`config.mk`:
```
export PLATFORM = sky130hd
export DESIGN_NAME = rand_gather
export DESIGN_NICKNAME = d
export VERILOG_FILES = /design/src/rtl/rand_gather.sv
export SDC_FILE = /design/constraint.sdc
export NUM_CORES = 1
export LEC_CHECK = 0
export CORE_AREA = 2 2 96 98
export CTS_CLUSTER_SIZE = 8
export DETAILED_ROUTE_END_ITERATION = 12
export DIE_AREA = 0 0 98 100
export GPL_TIMING_DRIVEN = 0
export HOLD_SLACK_MARGIN = 0.08
export SYNTH_ARGS = -nofsm -noshare
export SYNTH_HDL_FRONTEND = slang
export SYNTH_SLANG_ARGS = --single-unit
```
`constraint.sdc`:
```
create_clock -name clk -period 2.42 [get_ports clk]
set_clock_uncertainty 0.1 [all_clocks]
set_input_delay 0.605 -clock clk [delete_from_list [all_inputs] [get_ports clk]]
set_output_delay 0.605 -clock clk [all_outputs]
set_load 0.03 [all_outputs]
```
`src/rtl/rand_gather.sv`:
```
// rtl/rand_gather.sv - packs NUM_SLOTS serial random samples into one wide word
// Optional feature macro: RAND_GATHER_DROP_CNT_EN (adds 16-bit saturating drop_cnt port)
module rand_gather #(
  parameter int NUM_SLOTS    = 5,
  parameter int DATA_IN_SIZE = 7,
  localparam int PTR_W       = (NUM_SLOTS > 1) ? $clog2(NUM_SLOTS) : 1,
  localparam int WORD_W      = NUM_SLOTS * DATA_IN_SIZE
) (
  input  logic                    clk,
  input  logic                    rst,
  input  logic [DATA_IN_SIZE-1:0] in,
  input  logic                    in_valid,
  output logic                    in_ready,
  input  logic                    flush,
  output logic [WORD_W-1:0]       out,
  output logic                    out_valid,
  input  logic                    out_ready,
  output logic [PTR_W-1:0]        slot_idx
`ifdef RAND_GATHER_DROP_CNT_EN
  ,
  output logic [15:0]             drop_cnt
`endif
);

  typedef enum logic {
    FILL = 1'b0,
    HOLD = 1'b1
  } state_t;

  localparam logic [PTR_W-1:0] LAST_SLOT = PTR_W'(NUM_SLOTS - 1);

  state_t             state, state_nxt;
  logic [PTR_W-1:0]   wr_ptr, wr_ptr_nxt;
  logic [WORD_W-1:0]  fill_buf, fill_nxt;
  logic [WORD_W-1:0]  out_nxt;
  logic               out_valid_nxt;
  logic               accept;
  logic               out_fire;
  logic               last_slot;

  // Sample acceptance: only while collecting, never during flush or reset
  always_comb begin
    in_ready = !rst && (state == FILL) && !flush;
  end

  assign accept    = in_valid && in_ready;
  assign out_fire  = out_valid && out_ready;
  assign last_slot = (wr_ptr == LAST_SLOT);
  assign slot_idx  = wr_ptr;

  // Next-state logic: fill buffer writes, word hand-off and HOLD handling
  always_comb begin
    state_nxt     = state;
    wr_ptr_nxt    = wr_ptr;
    fill_nxt      = fill_buf;
    out_nxt       = out;
    out_valid_nxt = out_valid;

    // A consumed word empties the output register unless a new word replaces it below
    if (out_fire) begin
      out_valid_nxt = 1'b0;
    end

    if (flush) begin
      // Partial word and any held complete word are dropped; output side is untouched
      wr_ptr_nxt = '0;
      state_nxt  = FILL;
    end else if (state == HOLD) begin
      if (out_fire) begin
        out_nxt       = fill_buf;
        out_valid_nxt = 1'b1;
        state_nxt     = FILL;
        wr_ptr_nxt    = '0;
      end
    end else if (accept) begin
      for (int k = 0; k < NUM_SLOTS; k++) begin
        if (wr_ptr == PTR_W'(k)) begin
          fill_nxt[k*DATA_IN_SIZE +: DATA_IN_SIZE] = in;
        end
      end
      if (last_slot) begin
        wr_ptr_nxt = '0;
        if (!out_valid || out_fire) begin
          // Word including this beat goes straight to the output register
          out_nxt       = fill_nxt;
          out_valid_nxt = 1'b1;
        end else begin
          // Output still occupied: freeze the completed word until it drains
          state_nxt = HOLD;
        end
      end else begin
        wr_ptr_nxt = wr_ptr + 1'b1;
      end
    end
  end

  // State and datapath registers
  always_ff @(posedge clk) begin
    if (rst) begin
      state     <= FILL;
      wr_ptr    <= '0;
      fill_buf  <= '0;
      out       <= '0;
      out_valid <= 1'b0;
    end else begin
      state     <= state_nxt;
      wr_ptr    <= wr_ptr_nxt;
      fill_buf  <= fill_nxt;
      out       <= out_nxt;
      out_valid <= out_valid_nxt;
    end
  end

`ifdef RAND_GATHER_DROP_CNT_EN
  // Saturating count of offered samples that were refused
  always_ff @(posedge clk) begin
    if (rst) begin
      drop_cnt <= '0;
    end else if (in_valid && !in_ready && (drop_cnt != 16'hFFFF)) begin
      drop_cnt <= drop_cnt + 16'd1;
    end
  end
`endif

endmodule

```
==> results.md <==
* Final std cells w/o fill at roughly 500
* Routed wire length at 7720 um
* CTS Buf Count at 9
* Vias at 2475
* CP max FO at 8
* Count of state elements after synthesis at 75
* Reg2reg setup slack at 0.24 ns
* Max-slew headroom at 48.92%
* Largest net degree at the start of global routing at 13
* Layout Area Growth over Synthesis at 25.52%
* DR DRC count at 0
* Max Transition Viols Final at 0
* Worst slew pin tran at 0.7662 ns
* Vias in the first global route at roughly 2500
* Worst skew pair latency at 0.34 ns
* H-Tree Depth at 3
* Post-route cell area at 4253 um^2
* Pwr dens at 612.6 nW/um^2
* Final period util at 91.98%
* FF-to-FF End: out[27]$_SDFFE_PP0P_
* Critical Path RT at approximately 2.5 ns
* First-pass GRT wire length at 12650 um
* DR pass1 iterations at 4
* CP startpoint: in_valid
* Max Freq at 0.4493 GHz
* Post-synthesis sequential area ratio at 44.31%
* Antenna viol nets, final at 0
* Setup TNS at 0 ns
* Cell Area, Synth at 3388 um^2
* M1 wire length at 3724 um
* Lkg Pwr at 1.741 nW
* Num ports at 52
* GRT Overall Usage at 16.54%
* Outcome: finished, final reports clean
* Critical path arrival at 2.35 ns
* DRT iter0 DRCs at 81
* Clock root buffer: clkbuf_8
* Chip height at 100 um
* Commonest cells after routing, fill and taps aside: nor2_1, dfxtp_1, mux2i_1
* CTS tree: built
* Post-Place Setup Slack at -0.6107 ns
* Setup ws final at between 0.15 and 0.2 ns
* Hold path cells at 2
* Worst-path clk slew at 0.08 ns
* Layout cells sized above 1 at 20.05%
* Post-Syn Instances at 323
* Startpoint Class: primary input
* GP Congestion at 0.7192
* GRT overflow at 0
* Met2 WL at 3588 um
* Reg2reg path depth at 8
* HP Class: reg -> reg
* Hold Path Sink: fill_buf[12]$_SDFFE_PP0P_
* CP Class: in -> reg
* Via density at approximately 5
* Die Width at 98 um
* Hpwl dp at 5371 um
* DIE AREA at 9800 um^2
* Core footprint at 8890 um^2
* WL per Instance at 15.60 um
* Clk buf depth at 2
* # nets final at approximately 400
* Cell variety after synth at 32
* Final hold violation count at 0
* Initial Util at 38.11%
* DR top layer: met4
* Port-buffer cells at 44
* Total power at 0.002605 W
* Post-Place Cell Area at 3968 um^2
* Num rows at 35
* Post-Syn Nets at 340
* Crit. End Element: flop
* Met3 WL at 270 um
* Hold path start: fill_buf[12]$_SDFFE_PP0P_
* Sink Count at between 70 and 80
* Max_cap viols at 0
* Antenna fix cells at 0
* RSZ-0062 raised after global routing: no
* Initial antenna violation count at 0
* Dpl cells at 478
* Max VDD drop at 284.4 uV
* R2R Path Start: slot_idx[0]$_SDFFE_PP0P_
* Fin crit period at 2.226 ns
* Syn Area/Cell at 10.49 um^2
* Synthesis Warnings at 0
* Setup-failing EPs final at 0
## power by group
| part | leakage, nW | switching, W | internal, W |
|---|---|---|---|
| combinational | 1.00 | 0.0000924 | 0.0000442 |
| clock | 0.133 | 0.000458 | 0.000768 |
| sequential | 0.604 | 0.00000398 | 0.00124 |
| total | 1.74 | 0.000554 | 0.00205 |
## flip-flops by register name (all words and copies together), names as in the netlist
signal	flops
state	1
slot_idx	3
fill_buf	35
out_valid	1
out	35
## metrics by stage
stage               hold slack [ns]  util (%)
floorplan                    0.3631         -
global placement             0.3751     44.63
detailed placement           0.3825     44.63
CTS                          0.3999     47.71
global route                 0.4190     47.84
finish                       0.3970     47.84
## cell families (layout without fill, tap and decap cells)
group	count (synthesis)	after routing	synth area share (%)
buffers and inverters	34	95	5.243
AOI/OAI and AO/OA	46	46	15.55
and+or+nand+nor	93	93	12.37
muxes	70	70	20.68
DFF	75	75	44.31
adders and majority gates	5	5	1.846
## cells in the mapped netlist (all sizes together)
master / instances / area (um^2)
a211oi: 37 / 452.9
ha: 5 / 62.56
a21oi: 4 / 20.02
mux2i: 70 / 700.7
a31oi: 1 / 6.260
or2: 2 / 12.51
nor3b: 4 / 35.03
clkbuf: 15 / 57.55
o21ai: 1 / 5.000
nand4: 1 / 12.51
nand2b: 1 / 6.260
nor2: 75 / 281.5
inv: 5 / 18.76
a41oi: 1 / 8.760
a22oi: 1 / 7.510
nand3: 2 / 15.01
and2: 1 / 6.260
buf: 14 / 101.3
nand2: 4 / 22.52
a221oi: 1 / 26.28
nand4b: 1 / 15.01
nor2b: 2 / 12.51
dfxtp: 75 / 1501
## routing by layer
metal  up-vias  GRT usage [%]
li1       1230              -
met1      1197          22.02
met2        40          26.40
met3         8          3.691
met4         0          6.197
met5         -              0
## repair_timing
| item | CTS | global route |
|---|---|---|
| endpoints found under the hold margin | 0 | 0 |
| buffers inserted | 1 | 0 |
| hold buffers | 0 | 0 |
| setup endpoints to repair | 8 | 8 |
| gates resized for setup | 9 | 3 |
## critical path: stages
cell and delay [ns]:
clkdlybuf4s50_1 0.56, nor3b_4 0.47, nand4_2 0.39, mux2i_1 0.27, nor2_1 0.06
## final cells by class
class | count | area (um^2)
fillers | 844 | 4637
clock buffers | 12 | 165.2
well taps | 111 | 138.9
inverters | 5 | 18.77
plain buffers | 29 | 165.2
flip-flops and latches | 75 | 1501
multi-input cells | 214 | 1718
repair buffers | 45 | 450.4
clock inverters | 4 | 95.09
## worst max-delay path by stage
stage                                     end  cells past startpoint
floorplan                            in_ready                      3
global placement                     in_ready                      5
detailed placement                   in_ready                      5
CTS                                  in_ready                      4
global route             out[27]$_SDFFE_PP0P_                      8
finish              fill_buf[32]$_SDFFE_PP0P_                      5
No activity file was read; power rests on OpenSTA's default activity.
